<file path="src/rtl/ex_mdu_pkg.sv">
// Shared definitions for the EX-stage RV32M multiply/divide unit:
// operation and state encodings, sizing constants and a sign helper.
package ex_mdu_pkg;

  localparam int unsigned XLEN     = 32;
  localparam int unsigned MDU_ITER = 32;
  localparam int unsigned CNT_W    = $clog2(MDU_ITER);

  // EX result-mux select value for the multiply/divide result
  localparam logic [3:0] EX_RES_MDU = 4'd6;

  typedef enum logic [2:0] {
    OP_MUL    = 3'd0,
    OP_MULH   = 3'd1,
    OP_MULHSU = 3'd2,
    OP_MULHU  = 3'd3,
    OP_DIV    = 3'd4,
    OP_DIVU   = 3'd5,
    OP_REM    = 3'd6,
    OP_REMU   = 3'd7
  } mdu_op_e;

  typedef enum logic [1:0] {
    ST_IDLE  = 2'd0,
    ST_CALC  = 2'd1,
    ST_FIXUP = 2'd2,
    ST_DONE  = 2'd3
  } mdu_state_e;

  // Magnitude of a value that is negative when neg is set
  function automatic logic [XLEN-1:0] twos_mag(input logic [XLEN-1:0] v, input logic neg);
    return neg ? (~v + XLEN'(1)) : v;
  endfunction

endpackage

</file>
<file path="src/rtl/ex_mdu_if.sv">
// EX-stage handshake between the pipeline (master) and the MDU (slave).
interface ex_mdu_if;
  import ex_mdu_pkg::*;

  logic            start;
  mdu_op_e         op;
  logic [XLEN-1:0] opa;
  logic [XLEN-1:0] opb;
  logic            hold;
  logic            annul;
  logic [XLEN-1:0] result;
  logic            ready;
  logic            stallreq;

  modport master (
    output start, op, opa, opb, hold, annul,
    input  result, ready, stallreq
  );

  modport slave (
    input  start, op, opa, opb, hold, annul,
    output result, ready, stallreq
  );

endinterface

</file>
<file path="src/rtl/ex_mdu_div_core.sv">
// One restoring-division step on a packed {remainder, quotient} register.
module ex_mdu_div_core
  import ex_mdu_pkg::*;
(
  input  logic [2*XLEN-1:0] rq_i,
  input  logic [XLEN-1:0]   divisor_i,
  output logic [2*XLEN-1:0] rq_o
);

  logic [XLEN:0] rem_ext;
  logic [XLEN:0] diff;
  logic          ge;

  // Shift in the next dividend bit; the trial subtract never exceeds XLEN bits when it succeeds
  always_comb begin
    rem_ext = rq_i[2*XLEN-1:XLEN-1];
    diff    = rem_ext - {1'b0, divisor_i};
    ge      = ~diff[XLEN];
    rq_o    = {(ge ? diff[XLEN-1:0] : rem_ext[XLEN-1:0]), rq_i[XLEN-2:0], ge};
  end

endmodule

</file>
<file path="src/rtl/ex_mdu.sv">
// Multi-cycle RV32M multiply/divide unit for the EX stage: 32 iterations,
// sign fixup, special-case divides, and a stall request while busy.
module ex_mdu
  import ex_mdu_pkg::*;
(
  input logic     clk,
  input logic     rst,
  ex_mdu_if.slave mdu_io
);

  mdu_state_e        state_q, state_d;
  mdu_op_e           op_q, op_d;
  logic [CNT_W-1:0]  cnt_q, cnt_d;
  logic [2*XLEN-1:0] acc_q, acc_d;
  logic [XLEN-1:0]   opnd_q, opnd_d;
  logic              neg_q, neg_d;
  logic [XLEN-1:0]   result_q, result_d;
  logic              ready_q, ready_d;

  logic              in_div, a_sgn, b_sgn, a_neg, b_neg;
  logic              div_zero, div_ovf;
  logic [XLEN-1:0]   a_mag, b_mag;

  logic [XLEN:0]     mul_sum;
  logic [2*XLEN-1:0] mul_next, div_next, prod_fix;
  logic [XLEN-1:0]   sel, fix_res;

  // Operand decode for the op presented to EX
  always_comb begin
    in_div   = mdu_io.op[2];
    a_sgn    = in_div ? ~mdu_io.op[0] : (mdu_io.op == OP_MULH || mdu_io.op == OP_MULHSU);
    b_sgn    = in_div ? ~mdu_io.op[0] : (mdu_io.op == OP_MULH);
    a_neg    = a_sgn & mdu_io.opa[XLEN-1];
    b_neg    = b_sgn & mdu_io.opb[XLEN-1];
    a_mag    = twos_mag(mdu_io.opa, a_neg);
    b_mag    = twos_mag(mdu_io.opb, b_neg);
    div_zero = in_div && (mdu_io.opb == '0);
    div_ovf  = in_div && ~mdu_io.op[0] && (mdu_io.opa == {1'b1, {(XLEN-1){1'b0}}})
               && (mdu_io.opb == '1);
  end

  // Multiply step: conditional add into the upper half, then shift right
  always_comb begin
    mul_sum  = {1'b0, acc_q[2*XLEN-1:XLEN]} + {1'b0, opnd_q & {XLEN{acc_q[0]}}};
    mul_next = {mul_sum, acc_q[XLEN-1:1]};
  end

  ex_mdu_div_core u_div_core (
    .rq_i      (acc_q),
    .divisor_i (opnd_q),
    .rq_o      (div_next)
  );

  // Sign fixup: products negate the full 64 bits before the half is selected
  always_comb begin
    prod_fix = neg_q ? (~acc_q + (2*XLEN)'(1)) : acc_q;
    if (op_q[2]) begin
      sel = op_q[1] ? acc_q[2*XLEN-1:XLEN] : acc_q[XLEN-1:0];
    end else begin
      sel = (op_q == OP_MUL) ? prod_fix[XLEN-1:0] : prod_fix[2*XLEN-1:XLEN];
    end
    fix_res = twos_mag(sel, op_q[2] & neg_q);
  end

  always_comb begin
    state_d  = state_q;
    op_d     = op_q;
    cnt_d    = cnt_q;
    acc_d    = acc_q;
    opnd_d   = opnd_q;
    neg_d    = neg_q;
    result_d = result_q;
    ready_d  = 1'b0;

    case (state_q)
      ST_IDLE: begin
        if (mdu_io.start) begin
          op_d  = mdu_io.op;
          neg_d = (in_div && mdu_io.op[1]) ? a_neg : (a_neg ^ b_neg);
          cnt_d = '0;
          if (div_zero) begin
            result_d = mdu_io.op[1] ? mdu_io.opa : '1;
            ready_d  = 1'b1;
            state_d  = ST_DONE;
          end else if (div_ovf) begin
            result_d = mdu_io.op[1] ? '0 : mdu_io.opa;
            ready_d  = 1'b1;
            state_d  = ST_DONE;
          end else begin
            acc_d   = {XLEN'(0), (in_div ? a_mag : b_mag)};
            opnd_d  = in_div ? b_mag : a_mag;
            state_d = ST_CALC;
          end
        end
      end
      ST_CALC: begin
        acc_d = op_q[2] ? div_next : mul_next;
        cnt_d = cnt_q + CNT_W'(1);
        if (cnt_q == CNT_W'(MDU_ITER - 1)) begin
          state_d = ST_FIXUP;
        end
      end
      ST_FIXUP: begin
        result_d = fix_res;
        ready_d  = 1'b1;
        state_d  = ST_DONE;
      end
      ST_DONE: begin
        // Result stays presented until the pipeline advances
        if (mdu_io.hold) begin
          ready_d = 1'b1;
        end else begin
          state_d = ST_IDLE;
        end
      end
      default: state_d = ST_IDLE;
    endcase

    if (mdu_io.annul) begin
      state_d = ST_IDLE;
      ready_d = 1'b0;
    end
  end

  always_ff @(posedge clk) begin
    if (rst) begin
      state_q  <= ST_IDLE;
      op_q     <= OP_MUL;
      cnt_q    <= '0;
      acc_q    <= '0;
      opnd_q   <= '0;
      neg_q    <= 1'b0;
      result_q <= '0;
      ready_q  <= 1'b0;
    end else begin
      state_q  <= state_d;
      op_q     <= op_d;
      cnt_q    <= cnt_d;
      acc_q    <= acc_d;
      opnd_q   <= opnd_d;
      neg_q    <= neg_d;
      result_q <= result_d;
      ready_q  <= ready_d;
    end
  end

  assign mdu_io.result   = result_q;
  assign mdu_io.ready    = ready_q;
  assign mdu_io.stallreq = (state_q != ST_DONE) && mdu_io.start && !mdu_io.annul;

endmodule

</file>
<file path="src/flat_wrapper.sv">
// flat-port wrapper written by rule: the top's interface ports become plain ports
module ex_mdu_flat import ex_mdu_pkg::*;
  (clk, rst, mdu_io_start, mdu_io_op, mdu_io_opa, mdu_io_opb, mdu_io_hold, mdu_io_annul, mdu_io_result, mdu_io_ready, mdu_io_stallreq);
  ex_mdu_if mdu_io_i ();
  input logic clk;
  input logic rst;
  input wire logic [$bits(mdu_io_i.start)-1:0] mdu_io_start;
  input wire logic [$bits(mdu_io_i.op)-1:0] mdu_io_op;
  input wire logic [$bits(mdu_io_i.opa)-1:0] mdu_io_opa;
  input wire logic [$bits(mdu_io_i.opb)-1:0] mdu_io_opb;
  input wire logic [$bits(mdu_io_i.hold)-1:0] mdu_io_hold;
  input wire logic [$bits(mdu_io_i.annul)-1:0] mdu_io_annul;
  output wire logic [$bits(mdu_io_i.result)-1:0] mdu_io_result;
  output wire logic [$bits(mdu_io_i.ready)-1:0] mdu_io_ready;
  output wire logic [$bits(mdu_io_i.stallreq)-1:0] mdu_io_stallreq;
  assign mdu_io_i.start = mdu_io_start;
  assign mdu_io_i.op = mdu_io_op;
  assign mdu_io_i.opa = mdu_io_opa;
  assign mdu_io_i.opb = mdu_io_opb;
  assign mdu_io_i.hold = mdu_io_hold;
  assign mdu_io_i.annul = mdu_io_annul;
  assign mdu_io_result = mdu_io_i.result;
  assign mdu_io_ready = mdu_io_i.ready;
  assign mdu_io_stallreq = mdu_io_i.stallreq;
  ex_mdu u_core (.clk(clk), .rst(rst), .mdu_io(mdu_io_i));
endmodule
</file>
<file path="config.mk">
export PLATFORM = sky130hd
export DESIGN_NAME = ex_mdu_flat
export DESIGN_NICKNAME = d
export VERILOG_FILES = /design/src/rtl/ex_mdu_pkg.sv /design/src/rtl/ex_mdu_if.sv /design/src/rtl/ex_mdu_div_core.sv /design/src/rtl/ex_mdu.sv /design/src/flat_wrapper.sv
export SDC_FILE = /design/constraint.sdc
export NUM_CORES = 1
export LEC_CHECK = 0
export CELL_PAD_IN_SITES_DETAIL_PLACEMENT = 1
export CELL_PAD_IN_SITES_GLOBAL_PLACEMENT = 1
export CORE_ASPECT_RATIO = 0.9
export CORE_UTILIZATION = 40
export DETAILED_ROUTE_END_ITERATION = 12
export PLACE_DENSITY_LB_ADDON = 0.1
export SKIP_CTS_REPAIR_TIMING = 1
export SYNTH_ARGS = -nofsm -noshare
export SYNTH_HDL_FRONTEND = slang
export SYNTH_SLANG_ARGS = --single-unit
</file>
<file path="constraint.sdc">
create_clock -name clk -period 5.72 [get_ports clk]
set_input_delay 0.572 -clock clk [delete_from_list [all_inputs] [get_ports clk]]
set_output_delay 0.572 -clock clk [all_outputs]
set_load 0.03 [all_outputs]
</file>
==> results.md <==
* Syn_area_per_cell at 7.04 sq um
* Actual slew at the worst max-slew pin at 0.997 ns
* Unrepaired setup endpoints after global routing: no
* Nature of the critical path endpoint: flip-flop
* Ratio of cells with drive above 1 in the final layout at 7.12%
* Nature of the critical path startpoint: flip-flop
* Post-synth EDFFs at 0
* Final Wtd Congestion at 1.03
* Area leader, netlist: dfxtp_1
* Num CTS Buffers at 17
* Top-level I/O count at 106
* Diodes inserted at 0
* Count leader, synth: nor2_1
* Cell count after synthesis at 2236
* Post-synthesis compound-gate area fraction at 28.6%
* WHS at 0.455 ns
* Cell variety after synth at 85
* Synth area leaders: dfxtp_1 18%, nor2_1 7.5%, ha_1 6.0%
* Die span in x at 211 um
* Clk_lat worst skew at 0.46 ns
* Area growth from synthesis to layout at 13.9%
* Highest Clock Rate at 195 MHz
* PwrDens at 209 nW/um^2
* Input/output buffers at 105
* Num rows at 68
* Top post-synthesis cells by count: 313 x nor2_1, 163 x nand2_1, 151 x a21oi_1
* Final Critical Period at 5.14 ns
* Root Driver: clkbuf_16
* # fillers at 4897
* Via count at 18.3k
* Die ar. at 40100 sq um
* Headroom to the max-slew limit at 32.9%
* Post-Synth Adder-Cell Area at 7.30%
* Clk sinks at 140
* Number of global-route vias before repair at 17.4k
* Mux cell area share after synthesis at 5.27%
* Grt ovf at 0
* Gr usage total at 36.8%
* Hold Path Origin: u_core.mdu_io.result[12]
* Leak at 6.74 nW
* Post-Syn Area at 15700 sq um
* Antenna violations before repair at 0
* DRC viols at 0
* Antenna-violating nets left at 0
* Chip Height at 190 um
* Critical path class: flip-flop to flip-flop
* Run status: finished, final reports clean
* Max-cap violations at 0
* Critical path data arrival time at 5.52 ns
* Clock-pin slew on the worst setup and hold paths at 0.07 ns
* CP cell instances: or4_1, or4_1, nor4_4, a311oi_1, or4_4, nor4b_4, nand4_1, nor4_1, o21a_1, o21ai_1, a211oi_2
* CTS tree: done
* Yosys reg bits at 140
* Largest family of logic cells by synthesized area: compound AO/OA/AOI/OAI gates
* DP HPWL at 58900 um
* WL final at 75100 um
* Initial Util at 40.8%
* Worst path max stage delay at 0.85 ns
* Sequential share of the synthesized area at 17.8%
* Crit-path most repeated cell: or4_1
* Nets at 2410
* Clk_skew at 0.0109 ns
* Critical Path Start: u_core.acc_q[4]
* Post-synthesis xor/xnor area fraction at 7.63%
* Detailed Routing Iterations Pass 1 at 5
* Worst R2R Start: u_core.acc_q[4]
* Yosys warning count at 0
* Required time of the critical path at 6.10 ns
* CORE AREA at 38500 sq um
* Htree depth at 4
* First-pass GRT wire length at 112000 um
* Setup TNS Final at 0 ns
* Iter 0 DRT Violations at 1748
* Ratio of final minimum period to clock period at 89.9%
* Pin count of the biggest net entering global routing at 71
* Max VDD drop at 0.000221 V
* Fin. max-slew vios at 0
* Worst Path Max Fanout at 16
* Most frequently used flop master after synthesis: dfxtp_1
* Final hold violations at 0
* Finish-stage setup viols at 0
* Post-synth ARST share at 0%
* Wire length per cell at 26.8 um
* Hold WC Path Type: flip-flop to flip-flop
* Longest Clk Path Bufs at 2
* Slowest CP cell: or4_1
* Net Count, Synth at 2385
* Vias/cell at 6.53
* Synth Area in Simple Gates at 27.3%
* Top-area cell type share of the netlist area at 17.8%
## per-stage QoR
step,utilization [%],std cells,setup WS (ns),area (sq um),power [W]
after floorplan,-,2236,1.52,15700,0.00200
after CTS,46.5,2799,0.665,17900,0.00372
after global routing,46.5,2799,0.362,17900,0.00389
after detailed placement,44.9,2767,0.682,17300,0.00254
after global placement,44.9,2767,0.541,17300,0.00251
final,46.5,2799,0.580,17900,0.00375
## power breakdown
group	switching [W]	internal [W]	leakage (nW)
registers	0.000104	0.00102	1.14
clock network	0.000511	0.000672	0.286
logic	0.000942	0.000495	5.31
## worst max-delay path: cells and delay by family (launching register included)
kind	cells	cell delay [ns]
flops	1	0.41
simple gates	7	3.96
compound gates	4	0.70
## cell type report
type / count / area [sq um] / share of cell area, %
Timing Repair Buffer: 172 / 1550 / 8.63
Inverter: 80 / 300 / 1.68
Clock buffer: 21 / 460 / 2.57
Sequential cell: 140 / 2800 / 15.6
Clock inverter: 11 / 135 / 0.754
Multi-Input combinational cell: 1850 / 12000 / 67.1
Tap cell: 525 / 657 / 3.67
## sequential cells by signal (all words and copies together), names as in the netlist
| register | cells |
|---|---|
| u_core.acc_q | 64 |
| u_core.mdu_io.result | 32 |
| u_core.opnd_q | 32 |
| u_core.cnt_q | 5 |
| u_core.op_q | 3 |
| u_core.state_q | 2 |
| u_core.mdu_io.ready | 1 |
| u_core.neg_q | 1 |
## kinds of logic after synthesis
group	count (synthesis)
buffers and inverters	246
AOI/OAI and AO/OA	663
adders and majority gates	94
and+or+nand+nor	875
xor gates and xnor gates	137
DFF	140
muxes	81
## path summary, 6_finish.rpt
check / end / slack, ns / depth (start not counted)
worst max-delay path: u_core.mdu_io.result[31] / 0.58 / 11
worst min-delay path: u_core.mdu_io.result[12] / 0.45 / 2
worst max register to register: u_core.mdu_io.result[31] / 0.58 / 11
worst min register to register: u_core.mdu_io.result[12] / 0.45 / 2
## layer usage
metal  part of all wire, %  global-route usage [%]  up-vias
li1                      -                       -     8318
met1                    45                    52.6     9080
met2                    43                    55.9      745
met3                   8.1                    5.45      134
met4                   3.3                    12.5        0
met5                     0                       0        -
## placed cells by master (no fill, tap or decap), types with 13 or more instances in the layout
master             n
buf_4             68
nor2_1           311
a31oi_1           20
o41ai_1           16
xor2_1            48
o21ai_0          107
inv_1             77
a311oi_1          22
dfxtp_1          139
clkbuf_16         17
a21oi_1          151
nor2b_1           20
clkdlybuf4s50_1  103
ha_1              74
o21a_1            17
or2_2             13
xnor2_1           89
and3_1            21
or4_1             26
nand4_1           32
o31ai_1           38
nor4_1            33
nand2b_1          26
a22oi_1           27
nand3_1           49
maj3_1            17
a21o_1            43
nor3_1           100
or3_1             28
a211oi_1          83
mux2i_1           66
o211ai_1          23
mux2_2            15
and2_1            14
nand2_1          162
Power figures use the tool's default switching activity.
